[src/rtl/mem_seq_ctrl_if.sv]
`default_nettype none
// ============================================================================
// Module      : mem_seq_ctrl_if
// Description : Host write/read streams plus the memory bus of mem_seq_ctrl.
// Revision    : 1.0 - initial release
// ============================================================================
interface mem_seq_ctrl_if #(
    parameter int AW = 3,
    parameter int DW = 8
);
    logic          wr_valid;
    logic [DW-1:0] wr_data;
    logic          wr_ready;
    logic          rd_start;
    logic [DW-1:0] rd_data;
    logic          rd_valid;
    logic          rd_ready;
    logic [AW:0]   count;
    logic          busy;
    logic [DW-1:0] mem_i;
    logic [AW-1:0] mem_adr;
    logic          mem_op;
    logic          mem_select;
    logic [DW-1:0] mem_o;

    // master: the surrounding host plus memory; slave: the controller itself
    modport master (
        output wr_valid, wr_data, rd_start, rd_ready, mem_o,
        input  wr_ready, rd_data, rd_valid, count, busy,
               mem_i, mem_adr, mem_op, mem_select
    );

    modport slave (
        input  wr_valid, wr_data, rd_start, rd_ready, mem_o,
        output wr_ready, rd_data, rd_valid, count, busy,
               mem_i, mem_adr, mem_op, mem_select
    );
endinterface
`default_nettype wire

[src/rtl/mem_seq_ctrl.sv]
`default_nettype none
// ============================================================================
// Module      : mem_seq_ctrl
// Description : Stores up to DEPTH host bytes in an external memory, then
//               streams them back in order on command and empties itself.
// Revision    : 1.0 - initial release
// ============================================================================
module mem_seq_ctrl #(
    parameter int DEPTH  = 8,
    parameter int AW     = 3,
    parameter int DW     = 8,
    parameter int WR_CYC = 2,
    parameter int RD_LAT = 1
) (
    input  wire logic    clk,
    input  wire logic    rst,
    mem_seq_ctrl_if.slave bus
);
    localparam int          CW      = (WR_CYC > RD_LAT) ? $clog2(WR_CYC + 1) : $clog2(RD_LAT + 1);
    localparam logic [AW:0] c_depth = (AW + 1)'(DEPTH);

    typedef enum logic [2:0] {
        S_IDLE    = 3'd0,
        S_WRITE   = 3'd1,
        S_RD_ADDR = 3'd2,
        S_RD_WAIT = 3'd3,
        S_RD_OUT  = 3'd4
    } state_t;

    state_t        r_state,    w_state;
    logic [AW:0]   r_count,    w_count;
    logic [AW-1:0] r_wr_ptr,   w_wr_ptr;
    logic [AW-1:0] r_rd_ptr,   w_rd_ptr;
    logic [CW-1:0] r_cyc,      w_cyc;
    logic [DW-1:0] r_rd_data,  w_rd_data;
    logic          r_rd_valid, w_rd_valid;
    logic [DW-1:0] r_mem_i,    w_mem_i;
    logic [AW-1:0] r_mem_adr,  w_mem_adr;
    logic          r_mem_op,   w_mem_op;
    logic          r_mem_sel,  w_mem_sel;
    logic          w_wr_ready;

    assign w_wr_ready = (r_state == S_IDLE) && (r_count < c_depth) && !bus.rd_start;

    always_comb begin
        w_state    = r_state;
        w_count    = r_count;
        w_wr_ptr   = r_wr_ptr;
        w_rd_ptr   = r_rd_ptr;
        w_cyc      = r_cyc;
        w_rd_data  = r_rd_data;
        w_rd_valid = r_rd_valid;
        w_mem_i    = r_mem_i;
        w_mem_adr  = r_mem_adr;
        w_mem_op   = r_mem_op;
        w_mem_sel  = r_mem_sel;
        case (r_state)
            S_IDLE: begin
                w_mem_op  = 1'b0;
                w_mem_sel = 1'b0;
                // A read request wins over a simultaneous write; an empty read is dropped
                if (bus.rd_start) begin
                    if (r_count != '0) begin
                        w_state  = S_RD_ADDR;
                        w_rd_ptr = '0;
                    end
                end else if (bus.wr_valid && w_wr_ready) begin
                    w_state   = S_WRITE;
                    w_mem_i   = bus.wr_data;
                    w_mem_adr = r_wr_ptr;
                    w_mem_op  = 1'b1;
                    w_mem_sel = 1'b1;
                    w_cyc     = CW'(WR_CYC - 1);
                end
            end
            S_WRITE: begin
                if (r_cyc == '0) begin
                    w_mem_op  = 1'b0;
                    w_mem_sel = 1'b0;
                    w_wr_ptr  = r_wr_ptr + 1'b1;
                    w_count   = r_count + 1'b1;
                    w_state   = S_IDLE;
                end else begin
                    w_cyc = r_cyc - 1'b1;
                end
            end
            S_RD_ADDR: begin
                w_mem_adr = r_rd_ptr;
                w_mem_op  = 1'b0;
                w_mem_sel = 1'b1;
                w_cyc     = CW'(RD_LAT);
                w_state   = S_RD_WAIT;
            end
            S_RD_WAIT: begin
                if (r_cyc == '0) begin
                    w_rd_data  = bus.mem_o;
                    w_rd_valid = 1'b1;
                    w_state    = S_RD_OUT;
                end else begin
                    w_cyc = r_cyc - 1'b1;
                end
            end
            S_RD_OUT: begin
                if (bus.rd_ready) begin
                    w_rd_valid = 1'b0;
                    if ({1'b0, r_rd_ptr} == r_count - 1'b1) begin
                        w_mem_sel = 1'b0;
                        w_count   = '0;
                        w_wr_ptr  = '0;
                        w_state   = S_IDLE;
                    end else begin
                        w_rd_ptr = r_rd_ptr + 1'b1;
                        w_state  = S_RD_ADDR;
                    end
                end
            end
            default: w_state = S_IDLE;
        endcase
    end

    always_ff @(posedge clk or posedge rst) begin
        if (rst) begin
            r_state    <= S_IDLE;
            r_count    <= '0;
            r_wr_ptr   <= '0;
            r_rd_ptr   <= '0;
            r_cyc      <= '0;
            r_rd_data  <= '0;
            r_rd_valid <= 1'b0;
            r_mem_i    <= '0;
            r_mem_adr  <= '0;
            r_mem_op   <= 1'b0;
            r_mem_sel  <= 1'b0;
        end else begin
            r_state    <= w_state;
            r_count    <= w_count;
            r_wr_ptr   <= w_wr_ptr;
            r_rd_ptr   <= w_rd_ptr;
            r_cyc      <= w_cyc;
            r_rd_data  <= w_rd_data;
            r_rd_valid <= w_rd_valid;
            r_mem_i    <= w_mem_i;
            r_mem_adr  <= w_mem_adr;
            r_mem_op   <= w_mem_op;
            r_mem_sel  <= w_mem_sel;
        end
    end

    assign bus.wr_ready   = w_wr_ready;
    assign bus.rd_data    = r_rd_data;
    assign bus.rd_valid   = r_rd_valid;
    assign bus.count      = r_count;
    assign bus.busy       = (r_state != S_IDLE);
    assign bus.mem_i      = r_mem_i;
    assign bus.mem_adr    = r_mem_adr;
    assign bus.mem_op     = r_mem_op;
    assign bus.mem_select = r_mem_sel;
endmodule
`default_nettype wire

[src/flat_wrapper.sv]
// flat-port wrapper written by rule: the top's interface ports become plain ports
module mem_seq_ctrl_flat 
#(
    parameter int DEPTH  = 8,
    parameter int AW     = 3,
    parameter int DW     = 8,
    parameter int WR_CYC = 2,
    parameter int RD_LAT = 1
)
  (clk, rst, bus_wr_valid, bus_wr_data, bus_rd_start, bus_rd_ready, bus_mem_o, bus_wr_ready, bus_rd_data, bus_rd_valid, bus_count, bus_busy, bus_mem_i, bus_mem_adr, bus_mem_op, bus_mem_select);
  mem_seq_ctrl_if #(.AW(AW), .DW(DW)) bus_i ();
  input  wire logic clk;
  input  wire logic rst;
  input wire logic [$bits(bus_i.wr_valid)-1:0] bus_wr_valid;
  input wire logic [$bits(bus_i.wr_data)-1:0] bus_wr_data;
  input wire logic [$bits(bus_i.rd_start)-1:0] bus_rd_start;
  input wire logic [$bits(bus_i.rd_ready)-1:0] bus_rd_ready;
  input wire logic [$bits(bus_i.mem_o)-1:0] bus_mem_o;
  output wire logic [$bits(bus_i.wr_ready)-1:0] bus_wr_ready;
  output wire logic [$bits(bus_i.rd_data)-1:0] bus_rd_data;
  output wire logic [$bits(bus_i.rd_valid)-1:0] bus_rd_valid;
  output wire logic [$bits(bus_i.count)-1:0] bus_count;
  output wire logic [$bits(bus_i.busy)-1:0] bus_busy;
  output wire logic [$bits(bus_i.mem_i)-1:0] bus_mem_i;
  output wire logic [$bits(bus_i.mem_adr)-1:0] bus_mem_adr;
  output wire logic [$bits(bus_i.mem_op)-1:0] bus_mem_op;
  output wire logic [$bits(bus_i.mem_select)-1:0] bus_mem_select;
  assign bus_i.wr_valid = bus_wr_valid;
  assign bus_i.wr_data = bus_wr_data;
  assign bus_i.rd_start = bus_rd_start;
  assign bus_i.rd_ready = bus_rd_ready;
  assign bus_i.mem_o = bus_mem_o;
  assign bus_wr_ready = bus_i.wr_ready;
  assign bus_rd_data = bus_i.rd_data;
  assign bus_rd_valid = bus_i.rd_valid;
  assign bus_count = bus_i.count;
  assign bus_busy = bus_i.busy;
  assign bus_mem_i = bus_i.mem_i;
  assign bus_mem_adr = bus_i.mem_adr;
  assign bus_mem_op = bus_i.mem_op;
  assign bus_mem_select = bus_i.mem_select;
  mem_seq_ctrl #(.DEPTH(DEPTH), .AW(AW), .DW(DW), .WR_CYC(WR_CYC), .RD_LAT(RD_LAT)) u_core (.clk(clk), .rst(rst), .bus(bus_i));
endmodule
[config.mk]
export PLATFORM = sky130hd
export DESIGN_NAME = mem_seq_ctrl_flat
export DESIGN_NICKNAME = d
export VERILOG_FILES = /design/src/rtl/mem_seq_ctrl_if.sv /design/src/rtl/mem_seq_ctrl.sv /design/src/flat_wrapper.sv
export SDC_FILE = /design/constraint.sdc
export NUM_CORES = 1
export LEC_CHECK = 0
export ABC_AREA = 0
export BUFFER_PORTS_ARGS = -buffer_cell sky130_fd_sc_hd__buf_2
export CORE_MARGIN = 2
export CORE_UTILIZATION = 48
export CTS_CLUSTER_DIAMETER = 50
export DETAILED_ROUTE_END_ITERATION = 7
export PLACE_DENSITY = 0.76
export SYNTH_ARGS = -nofsm -noshare
export SYNTH_HDL_FRONTEND = slang
export SYNTH_SLANG_ARGS = --single-unit
[constraint.sdc]
create_clock -name clk -period 1.8 [get_ports clk]
set_clock_uncertainty 0.2 [all_clocks]
set_input_delay 0 -clock clk [delete_from_list [all_inputs] [get_ports clk]]
set_output_delay 0 -clock clk [all_outputs]
set_load 0.03 [all_outputs]
* Yosys cells after proc, flatten, opt, wreduce, memory -nomap -nowiden
Cells that the tools add are included.
W data, S select, Z words.
** Operators by class
- Add/sub/neg operators :: 5
- Magnitude comparators :: 1
- Eq/ne operators :: 17
- Multiplexer cells :: 38
- Bitwise logic cells :: 1
- Reduce and logical (&&, ||, !) cells :: 26
** Operator list (count)
- $mux W3 :: 15
- $pmux W3 S2 :: 3
- $pmux W3 S5 :: 1
- $ne A2 B2 Y1 const B :: 7
- $mux W4 :: 3
- $reduce_and A4 Y1 :: 3
- $reduce_and A5 Y1 :: 2
- $reduce_and A3 Y1 :: 3
- $reduce_bool A3 Y1 :: 3
- $mux W2 :: 4
- $pmux W4 S2 :: 1
- $reduce_bool A2 Y1 :: 4
- $reduce_bool A4 Y1 :: 2
- $mux W1 :: 7
- $add A3 B1 Y3 const B :: 2
- $eq A3 B2 Y1 const B :: 2
- $ne A2 B1 Y1 const B :: 3
- $ne A3 B3 Y1 const B :: 2
- $pmux W2 S3 :: 1
- $add A4 B1 Y4 const B :: 1
- $eq A3 B4 Y1 :: 1
- $lt A4 B4 Y1 const B :: 1
- $pmux W1 S4 :: 1
- $reduce_and A2 Y1 :: 2
- other kinds (12) :: 14
** Word-level totals
- Register bits :: 37
- Input bits :: 21
- Output and inout bits :: 28
- Word-level logic and storage cells :: 99

* Logic depth before layout (Yosys ltp)
- Depth in word-level cells :: 7
- Gate-level depth with buffers :: 7
- Gate-level depth less buffers :: 6

* Worst setup path before layout
Ideal clock, no wire load.
- Kind :: reg-to-reg
- Start point :: register u_core.r_count[0] (netlist: u_core.bus.count[0])
- End point :: register u_core.r_rd_ptr[0]
- Setup time :: 125 ps
- Data arrival time :: 1868 ps
- Data required time :: 1475 ps
- Setup slack :: -392 ps
- Cell stages (with the launch flop) :: 8
- Path buffers :: 1
- Clock period less this slack :: 2192 ps
- Cell sequence :: dfrtp_1 -> buf_6 -> inv_1 -> ha_1 -> xor2_1 -> o211ai_2 -> o21a_1 -> mux2_2
** On the way
- Word-level cells in the longest chain between the ends :: 4
- Elaborated cells between the ends (all ways) :: 6
- Those cells by class :: add/sub: 1; eq/ne: 3; reduce/logical: 2
** RTL lines
- from (decl) :: line mem_seq_ctrl.sv:31 : logic [AW:0] r_count, w_count;
- from (signal assigned) :: line mem_seq_ctrl.sv:136 : r_count <= w_count;
- $sub A4 B1 Y4 :: line mem_seq_ctrl.sv:106 : if ({1'b0, r_rd_ptr} == r_count - 1'b1) begin
- $eq A3 B4 Y1 :: line mem_seq_ctrl.sv:106
- $ne A2 B2 Y1 (no line)
- $reduce_and A5 Y1 (no line) (*)
- to (signal assigned) :: line mem_seq_ctrl.sv:138 : r_rd_ptr <= w_rd_ptr;
- to (decl) :: line mem_seq_ctrl.sv:33 : logic [AW-1:0] r_rd_ptr, w_rd_ptr;
Every way passes the cells marked *; elsewhere a longest branch is shown, timed or not.
A chain may end at the register's enable or synchronous reset.

* Worst setup path in the final report
Same ends and word-level chain as after synthesis.

==> out/qor.csv <==
stage,metric,value,unit
run_status,status,finished with violations,
run_status,failing checks,negative setup slack,
synth,"top cells by count, synth","dfrtp_1 (37), nand2_1 (30), mux2_2 (10), o21ai_0 (10)",
sta,# setup viols final,10,
worst_hold_path,worst min path class,input pin to asynchronous set/reset pin,
die,Die Span Y,68.0,um
sta,Slew Limit Fails,0,
sta,period utilization,1.07,
route,drt pass-1 iters,4,
global_route,initial antenna violation count,0,
die,IO Count,49,
route,ANT nets after route,0,
die,die width,68.0,um
critical_path,origin of the worst setup path,u_core.bus.count[0],
synth,syn_nets,215,
critical_path,WS Path Type,flip-flop to flip-flop,
route,detailed-route via count,1795,
placement,IO Port Bufs,48,
clocking,CTS max path bufs,2,
synth,"top cells by area, synth","dfrtp_1 (47%), mux2_2 (5.7%), nand2_1 (5.7%), ha_1 (3.8%), o21ai_0 (2.5%)",
critical_path,R2R Path Start,u_core.bus.count[0],
critical_path,critical path peak fanout,8,
die,Core Box Area,3970,um^2
die,Cell Rows,23,
global_route,first-pass GRT wire length,7560,um
critical_path,WP data arrival,1.90,ns
route,WL/cell,15.7,um
synth,"EDFF count, synth",0,
sta,post-route minimum period,1.92,ns
clocking,clk sink count,37,
synth,synth warn,0,
global_route,GRT overflow,0,
cells_and_area,Antenna Cells,0,
pwr,Leak Pwr,1.37,nW
pwr,Power Density,1780,nW/um^2
clocking,CTS Buf Count,5,
critical_path,crit end category,flip-flop,
clocking,CTS root buf,clkbuf_8,
synth,post-synth cell types,49,
synth,Most used DFF post-synth,dfrtp_1,
die,die footprint,4630,um^2
synth,"Cell Area, Synth",1970,um^2
route,DRT Wirelength,5190,um
cells_and_area,area delta synth->final,43.5,%
placement,RePlAce Congestion,0.825,
synth,"FFs w/ async S/R, synth",1.00,
critical_path,internal reg-to-reg setup slack,-0.12,ns
cells_and_area,final instance area,2830,um^2
sta,Tightest Pin Transition,0.485,ns
sta,Max-slew headroom,0.677,
global_route,largest net degree at the start of global routing,16,
sta,fmax,0.520,GHz
synth,"Seq/Total Area, Yosys",0.470,
placement,Post-DP Area,2430,um^2
synth,register bit count reported by yosys,37,
cells_and_area,share of cells above drive strength 1,0.436,
synth,Mapped Cells,188,
global_route,gr usage total,0.223,
clocking,"Clk Latency, worst-skew pair",0.29,ns
route,drt via density,5.44,
clocking,CTS tree,done,
route,Residual DRC,0,
critical_path,Worst Path Required,1.78,ns
synth,cell taking the most area after synthesis,dfrtp_1,
route,DR iter-0 viols,165,
clocking,CTS HTree Levels,2,
clocking,clock-pin slew on the worst setup and hold paths,0.07,ns
placement,Place WS,-0.136,ns
critical_path,critical path launch point type,flip-flop,
sta,final setup margin,-0.121,ns
global_route,vias in the first global route,1570,
cells_and_area,nets,306,
synth,Synth top area share,0.470,
synth,Synth Area per Inst,10.5,um^2
synth,most common cell in the netlist,dfrtp_1,
pwr,worst vdd ir,789,uV
sta,Final Hold Viols,0,
run,Max Cap Viol,0,
sta,RSZ-0062 raised after global routing,yes,
die,Initial Utilization,0.496,
placement,HPWL after DPL,3290,um
pwr,Pwr Total,5.03,mW
-- routing by layer --
metal / global-route usage / share of wire
met1: 0.288 / 0.42
met2: 0.368 / 0.50
met3: 0.0526 / 0.051
met4: 0.0775 / 0.021
met5: 0 / 0
-- worst max-delay path, cell delays in order (launching register included) --
cell,delay [ns]
dfrtp_2,0.42
inv_4,0.05
ha_2,0.19
xnor2_2,0.16
o211ai_4,0.39
o32ai_4,0.13
mux2_2,0.27
-- layout by cell type, fill, tap and decap left out, types with 4 or more instances in the layout --
| master | n |
|---|---|
| dfrtp_1 | 34 |
| dlygate4sd3_1 | 20 |
| buf_2 | 48 |
| nor2_1 | 7 |
| o21ai_0 | 8 |
| clkbuf_8 | 5 |
| mux2_2 | 10 |
| buf_6 | 4 |
| nand2_1 | 30 |
| inv_1 | 6 |
| mux2i_1 | 4 |
| buf_4 | 22 |
| a21oi_1 | 8 |
-- per-stage QoR --
stage / std cells / setup TNS [ns] / hold slack, ns / util
3_3_place_gp: 299 / -0.307 / -0.159 / 0.612
4_1_cts: 327 / -0.493 / 0.0704 / 0.692
6_report: 330 / -0.671 / 0.0721 / 0.711
2_1_floorplan: 188 / -1.17 / -0.132 / -
3_5_place_dp: 299 / -0.776 / -0.163 / 0.612
5_1_grt: 330 / -1.48 / 0.109 / 0.711
-- final cells by class --
cell class | instances | area [um^2]
fill | 274 | 1150
multi-input combinational | 133 | 1060
sequential | 37 | 930
timing repair buffer | 94 | 651
clock buffer | 5 | 68.8
tap | 50 | 62.6
inverter | 8 | 32.5
clock inverter | 3 | 17.5
-- registers in the layout, summed over array words and instances, names as in the netlist, 2 cells and up --
| register | flops |
|---|---|
| u_core.bus.count | 4 |
| u_core.bus.mem_adr | 3 |
| u_core.bus.mem_i | 8 |
| u_core.bus.rd_data | 8 |
| u_core.r_cyc | 2 |
| u_core.r_rd_ptr | 3 |
| u_core.r_state | 3 |
| u_core.r_wr_ptr | 3 |
-- power by group --
group | total [mW] | switching (mW) | internal, mW
clock | 0.569 | 0.302 | 0.267
combinational | 3.02 | 1.81 | 1.21
sequential | 1.44 | 0.251 | 1.19
total | 5.03 | 2.36 | 2.67
-- kinds of logic after synthesis --
kind of cell / Yosys count / share of synthesized area
buffers and inverters: 18 / 0.0502
flip-flops: 37 / 0.470
multiplexers: 14 / 0.0776
AO/OA/AOI/OAI: 47 / 0.179
XOR/XNOR: 3 / 0.0134
AND/OR/NAND/NOR: 63 / 0.171
adder cells (fa/ha/maj): 6 / 0.0381
-- timing repair --
action | in CTS | in global routing
setup endpoints to repair | 22 | 35
gates resized for setup | 7 | 17
cloned | 0 | 1
setup buffers | 0 | 2
pin swaps | 5 | 10
endpoints found under the hold margin | 57 | 0
hold buffers | 20 | 0
-- path summary, 6_finish.rpt --
check / cells past startpoint / end
max in group asynchronous: 4 / u_core.bus.mem_i[5]
setup / recovery: 6 / u_core.r_rd_ptr[0]
hold / removal: 3 / u_core.bus.mem_select
min in group clk: 4 / u_core.bus.mem_i[6]
hold reg to reg: 2 / u_core.bus.mem_i[6]
setup reg to reg: 6 / u_core.r_rd_ptr[0]
No activity file was read; power rests on OpenSTA's default activity.
